File: src/rtl/flag_bank_arbiter.sv
// Shared SR status-flag bank written by NREQ requesters through a
// round-robin arbiter that accepts at most one set/clear per cycle.
module flag_bank_arbiter #(
  parameter int NREQ  = 4,
  parameter int NFLAG = 8,
  parameter int IDX_W = 3,
  parameter int RQ_W  = 2
) (
  input  logic                    clk,
  input  logic                    reset,
  input  logic                    clr_all,
  input  logic [NREQ-1:0]         req_valid,
  input  logic [2*NREQ-1:0]       req_op,
  input  logic [IDX_W*NREQ-1:0]   req_idx,
  output logic [NREQ-1:0]         req_ready,
  output logic [NFLAG-1:0]        flags,
  output logic                    upd_valid,
  output logic [RQ_W-1:0]         upd_id,
  output logic                    upd_err
);

  logic [NFLAG-1:0] flags_q, flags_d;
  logic [RQ_W-1:0]  rr_ptr_q, rr_ptr_d;
  logic             upd_valid_q, upd_valid_d;
  logic [RQ_W-1:0]  upd_id_q, upd_id_d;
  logic             upd_err_q, upd_err_d;

  logic             grant;
  logic [RQ_W-1:0]  win_id;
  logic [1:0]       win_op;
  logic [IDX_W-1:0] win_idx;
  logic             idx_ok;
  int               scan_c;

  // Rotating priority scan starting at rr_ptr; first valid requester wins.
  always_comb begin
    grant     = 1'b0;
    win_id    = '0;
    scan_c    = 0;
    req_ready = '0;
    if (!reset && !clr_all) begin
      for (int k = 0; k < NREQ; k++) begin
        scan_c = int'(rr_ptr_q) + k;
        if (scan_c >= NREQ) scan_c = scan_c - NREQ;
        if (!grant && req_valid[scan_c]) begin
          grant  = 1'b1;
          win_id = RQ_W'(scan_c);
        end
      end
    end
    if (grant) req_ready[win_id] = 1'b1;
  end

  always_comb begin
    win_op  = req_op[2*int'(win_id) +: 2];
    win_idx = req_idx[IDX_W*int'(win_id) +: IDX_W];
    idx_ok  = (int'(win_idx) < NFLAG);
  end

  always_comb begin
    flags_d     = flags_q;
    rr_ptr_d    = rr_ptr_q;
    upd_valid_d = grant;
    upd_id_d    = upd_id_q;
    upd_err_d   = 1'b0;
    if (clr_all) begin
      flags_d = '0;
    end else if (grant) begin
      if (idx_ok) begin
        case (win_op)
          2'b01:   flags_d[win_idx] = 1'b0;
          2'b10:   flags_d[win_idx] = 1'b1;
          default: flags_d = flags_q;
        endcase
      end
      upd_id_d  = win_id;
      upd_err_d = (win_op == 2'b11) || !idx_ok;
      if (int'(win_id) == NREQ - 1) rr_ptr_d = '0;
      else                          rr_ptr_d = win_id + 1'b1;
    end
  end

  always_ff @(posedge clk) begin
    if (reset) begin
      flags_q     <= '0;
      rr_ptr_q    <= '0;
      upd_valid_q <= 1'b0;
      upd_id_q    <= '0;
      upd_err_q   <= 1'b0;
    end else begin
      flags_q     <= flags_d;
      rr_ptr_q    <= rr_ptr_d;
      upd_valid_q <= upd_valid_d;
      upd_id_q    <= upd_id_d;
      upd_err_q   <= upd_err_d;
    end
  end

  assign flags     = flags_q;
  assign upd_valid = upd_valid_q;
  assign upd_id    = upd_id_q;
  assign upd_err   = upd_err_q;

endmodule

File: config.mk
export PLATFORM = sky130hd
export DESIGN_NAME = flag_bank_arbiter
export DESIGN_NICKNAME = d
export VERILOG_FILES = /design/src/rtl/flag_bank_arbiter.sv
export SDC_FILE = /design/constraint.sdc
export NUM_CORES = 1
export LEC_CHECK = 0
export ABC_AREA = 1
export ABC_CLOCK_PERIOD_IN_PS = 5300
export BUFFER_PORTS_ARGS = -buffer_cell sky130_fd_sc_hd__buf_2
export CAP_MARGIN = 10
export CELL_PAD_IN_SITES_DETAIL_PLACEMENT = 1
export CELL_PAD_IN_SITES_GLOBAL_PLACEMENT = 2
export CORE_ASPECT_RATIO = 0.5
export CORE_MARGIN = 4
export CORE_UTILIZATION = 27
export CTS_CLUSTER_SIZE = 14
export DETAILED_ROUTE_END_ITERATION = 6
export GPL_ROUTABILITY_DRIVEN = 0
export PLACE_DENSITY = 0.83
export SLEW_MARGIN = 25
export SYNTH_ARGS = -nofsm -noshare
export SYNTH_HDL_FRONTEND = slang
export SYNTH_SLANG_ARGS = --single-unit
File: constraint.sdc
create_clock -name clk -period 5.3 [get_ports clk]
set_clock_uncertainty 0.15 [all_clocks]
set_input_delay 0.53 -clock clk [delete_from_list [all_inputs] [get_ports clk]]
set_output_delay 0.53 -clock clk [all_outputs]
set_load 0.01 [all_outputs]
[Yosys cells after proc, flatten, opt, wreduce, memory -nomap -nowiden]
Index checks and enable logic that the tools add are counted.
Operators by class
  div/mod/pow operators: 0
  reduce and logical (&&, ||, !) cells: 16
  equal/unequal tests: 4
  bitwise operators: 5
  shift-type cells: 2
  $add $sub $neg: 8
  multipliers: 1
  order comparisons: 12
  mux-type cells: 40
Operators by type and width (count)
  $mux W32: 8
  $lt A32 B4 Y1 const B: 4
  $mux W1: 18
  $pmux W8 S2: 1
  $mux W2: 6
  $shiftx A12 B5 Y3: 1
  $sub A3 B3 Y4 const B: 3
  $ge A3 B3 Y1 const B: 3
  $and A8 B8 Y8: 1
  $bmux W1 S2: 4
  $not A8 Y8: 1
  $or A8 B8 Y8: 1
  $shiftx A8 B4 Y2: 1
  $add A2 B2 Y3 const B: 2
  $logic_and A1 B1 Y1: 6
  $logic_not A1 Y1: 5
  $eq A2 B1 Y1 const B: 2
  $eq A2 B2 Y1 const B: 2
  $lt A3 B4 Y1 const B: 1
  $mul A2 B2 Y4 const A: 1
  $mux W4: 1
  $reduce_and A2 Y1: 2
  $sub A2 B3 Y4 const B: 1
  $add A2 B1 Y3 const B: 1
  11 further kinds: 12
Word-level totals
  input bits: 27
  RAM bits: 0
  bits in latches: 0
  logic and storage cells: 93
  memories: 0
  register bits: 14
  memory bits (read-only): 0

[Longest topological paths before layout]
  depth after elaboration: 29
  depth in mapped cells: 23
  mapped depth without buffers: 22

[Worst setup path before layout]
No wires, ideal clock.
  path type: input -> register
  start: input req_valid[3]
  end: register with a tool-made name
  slack: 2.432 ns
  setup time: 0.115 ns
  arrival: 2.603 ns
  stages: 22
  buffers on the path: 1
  cells stage by stage: inv_1 > nand2_2 > nand3_2 > nand2_2 > nor2_4 > nand3_2 > nand2_2 > nand3_4 > buf_6 > inv_2 > nand2_1 > nand2_1 > inv_1 > a32oi_2 > inv_2 > ha_1 > nor2_1 > inv_1 > nor2_4 > nand3_1 > nand2_1 > nor2_1
RTL lines
  start: declaration: RTL line 12  | input logic [NREQ-1:0] req_valid,

==> flow_metrics.py <==
metrics = {
    "drt": {
        "detail_route.iter0.violations": 44,
        "post_drt_wl_per_cell_um": 11.91,
        "drcViolationCount": 0,
        "detail-route-antenna-nets": 0,
        "routed_wl_um": 3871,
        "route.layer.met1.wl_um": 1763,
        "via_per_inst": 4.578,
        "count_of_vias_placed_by_the_detailed_router": 1488,
        "top_layer_used": "met4",
        "met2_layer_wire_length_in_the_routed_design_um": 1967,
        "wl_met3_um": 107,
        "drt_pre_antenna_iters": 4,
    },
    "sta": {
        "final.min_clock_period_ps": 3584,
        "timing.final.setup_violations": 0,
        "min_period_over_period_pct": 67.63,
        "setup-tns-final_ps": 0,
        "hold_viol": 0,
        "max_slew_margin_pct": 67.12,
        "max_freq_mhz": 279.0,
        "worstMarginPinSlew_ps": 492.1,
        "grt_setup_unrepaired": "no",
        "timing.final.max_slew_violations": 0,
    },
    "floorplan": {
        "start_util_pct": 29.36,
        "floorplan.die_area_um2": 6259,
        "design.portCount": 43,
        "die_x_um": 108.0,
        "placement_rows": 17,
        "placeableCoreArea_um2": 4594,
        "chipHeight_um": 57.98,
    },
    "cells_and_area": {
        "register_area_um2": 280.3,
        "finish.net_count": 293,
        "n_antenna_cell": 0,
        "fin_cells": 325,
        "num-fill-cells": 651,
        "synthToLayoutAreaGrowth_pct": 21.99,
        "post-route-cell-area_um2": 1645,
        "multi_input_area_um2": 874.6,
        "layout-drive-gt1-share_pct": 30.89,
    },
    "global_route": {
        "grt_first_pass_wirelength_um": 6693,
        "grt_overflow_total": 0,
        "grt_start_max_net_pins": 22,
        "antenna_found_initial": 0,
        "grt_pass1_vias": 1531,
        "total_global_routing_track_utilization_pct": 13.11,
    },
    "critical_path": {
        "timing.critical_path.arrival_ps": 3580,
        "critPathCaptureType": "flop",
        "timing_worst_setup_path_type": "reg2reg",
        "critical_path_required_ps": 5300,
        "worstPathMaxFanout": 19,
        "startpoint_class_of_the_critical_path": "flop",
    },
    "clock_network": {
        "tritoncts.num_buffers": 3,
        "tritoncts": "built",
        "post_cts_resize_count": 0,
        "cts-htree-levels": 1,
        "cts_buffer_depth": 2,
        "ctsRootBufferMaster": "sky130_fd_sc_hd__clkbuf_8",
        "worst_skew_late_latency_ps": 250,
        "clk_pin_slew_ps": 70,
        "cts_setup_buffers": 0,
        "cts-hold-fix-buffers": 0,
        "clock_sink_count": 14,
    },
    "synth": {
        "yosys.cell_types.count": 27,
        "synthesis.yosys.warnings": 0,
        "synthesis.nets": 253,
        "synthesized_area_um2": 1349,
        "syn_avg_cell_area_um2": 6.131,
        "synth.ff_latch_count": 14,
        "yosysSeqAreaShare_pct": 20.78,
        "postSynthCellCount": 220,
    },
    "placement": {
        "detailed_place.area_um2": 1590,
        "io_buffers": 42,
        "dpl.hpwl_um": 3110,
        "dpl.cell_count": 321,
    },
    "status": {
        "run_status": "completed",
    },
    "job": {
        "max-cap-violations": 0,
    },
    "power_and_ir_drop": {
        "power.leakage_nw": 0.9059,
        "powerDensity_nw_per_um2": 257.0,
        "max-vdd-ir-drop_uv": 80.40,
    },
    "worst_hold_path": {
        "hold_path_class": "reg2reg",
    },
}
## logic make-up (layout without fill, tap and decap cells)
kind of cell	count (synthesis)	in the layout	synth area share, %
adders and majority gates	6	6	5.566
AOI/OAI and AO/OA	19	19	8.256
DFF	14	14	20.78
buffers and inverters	44	83	14.38
and+or+nand+nor	137	137	51.02
## layout by cell type (no fill, tap or decap), drive strengths merged
master	instances
a211oi	1
a21oi	11
a31oi	1
a32oi	1
buf	43
clkbuf	4
dfxtp	14
ha	6
inv	36
nand2	73
nand3	26
nand3b	1
nand4	10
nor2	27
o21ai	4
o22ai	1
## critical path, stage by stage (launching register included)
cell                      delay [ps]
sky130_fd_sc_hd__dfxtp_1         580
sky130_fd_sc_hd__inv_2           150
sky130_fd_sc_hd__nand2_1         120
sky130_fd_sc_hd__nand3_1         100
sky130_fd_sc_hd__nand2_1          90
sky130_fd_sc_hd__a21oi_1          70
sky130_fd_sc_hd__nand2_1         340
sky130_fd_sc_hd__nand3_4         310
sky130_fd_sc_hd__inv_2           200
sky130_fd_sc_hd__nand2_1          70
sky130_fd_sc_hd__nand2_1          50
sky130_fd_sc_hd__inv_1            50
sky130_fd_sc_hd__a32oi_2         180
sky130_fd_sc_hd__inv_2            50
sky130_fd_sc_hd__ha_1            290
sky130_fd_sc_hd__nor2_1          110
sky130_fd_sc_hd__inv_1           120
sky130_fd_sc_hd__nor2_4          220
sky130_fd_sc_hd__nand3_1         110
sky130_fd_sc_hd__nand2_1          70
sky130_fd_sc_hd__nor2_1           40
## per-layer routing
metal  vias to the layer above  track usage [%]
li1                        772                -
met1                       696            15.48
met2                        16            24.91
met3                         4            2.558
met4                         0            2.698
met5                         -                0
## stage by stage
| step | setup WS, ps | total power, W | hold WS, ps | util [%] |
|---|---|---|---|---|
| finish | 1716 | 0.0004228 | 314.4 | 35.81 |
| global route | 1291 | 0.0004636 | 344.7 | 35.81 |
| CTS | 1648 | 0.0004320 | 321.6 | 35.81 |
| global placement | 1816 | 0.0003143 | 303.4 | 34.61 |
| floorplan | 2432 | 0.0002807 | 333.9 | - |
| detailed placement | 1707 | 0.0003194 | 311.8 | 34.61 |
## area by class of cell
cell class / instances / area share, %
clock buffer: 4 / 3.346
inverter: 36 / 8.213
multi-input combinational: 162 / 53.16
sequential: 14 / 17.03
tap: 66 / 5.019
timing repair buffer: 43 / 13.23
## cell usage after synthesis
library cell               count  share of area, %
sky130_fd_sc_hd__inv_1        31               8.6
sky130_fd_sc_hd__inv_2         5               1.4
sky130_fd_sc_hd__buf_4         1              0.56
sky130_fd_sc_hd__buf_6         3               2.5
sky130_fd_sc_hd__nand4_2       2               1.9
sky130_fd_sc_hd__nand4_1       8               3.7
sky130_fd_sc_hd__nand2_1      61                17
sky130_fd_sc_hd__o21ai_0       3               1.1
sky130_fd_sc_hd__o22ai_1       1              0.46
sky130_fd_sc_hd__nor2_1       20               5.6
sky130_fd_sc_hd__o21ai_1       1              0.37
sky130_fd_sc_hd__a211oi_1      1              0.56
sky130_fd_sc_hd__buf_1         1              0.28
sky130_fd_sc_hd__a21oi_1      11               4.1
sky130_fd_sc_hd__nand3b_1      1              0.56
sky130_fd_sc_hd__clkbuf_1      1              0.28
sky130_fd_sc_hd__nand3_2       5               3.7
sky130_fd_sc_hd__nor2_2        4               1.9
sky130_fd_sc_hd__nor2_4        3               2.5
sky130_fd_sc_hd__ha_1          6               5.6
sky130_fd_sc_hd__dfxtp_1      14                21
sky130_fd_sc_hd__buf_2         2              0.74
sky130_fd_sc_hd__nand2_2      12               5.6
sky130_fd_sc_hd__a32oi_2       1               1.2
sky130_fd_sc_hd__a31oi_1       1              0.46
sky130_fd_sc_hd__nand3_1      20               7.4
sky130_fd_sc_hd__nand3_4       1               1.3
## worst paths after layout
path / cells past startpoint / end / slack, ps / start
max reg2reg: 20 / flop / 1720 / rr_ptr_q[0]$_SDFFE_PP0P_
min: 2 / upd_id[0]$_SDFFE_PP0P_ / 310 / upd_id[0]$_SDFFE_PP0P_
min reg2reg: 2 / upd_id[0]$_SDFFE_PP0P_ / 310 / upd_id[0]$_SDFFE_PP0P_
max: 20 / flop / 1720 / rr_ptr_q[0]$_SDFFE_PP0P_
## report_power, final
part | internal, W | switching, W | leakage, nW
Combinational | 0.0000638 | 0.000132 | 0.763
Clock | 0.0000659 | 0.0000427 | 0.0288
Sequential | 0.000111 | 0.00000748 | 0.114
Total | 0.000241 | 0.000182 | 0.906
Power figures use the tool's default switching activity.
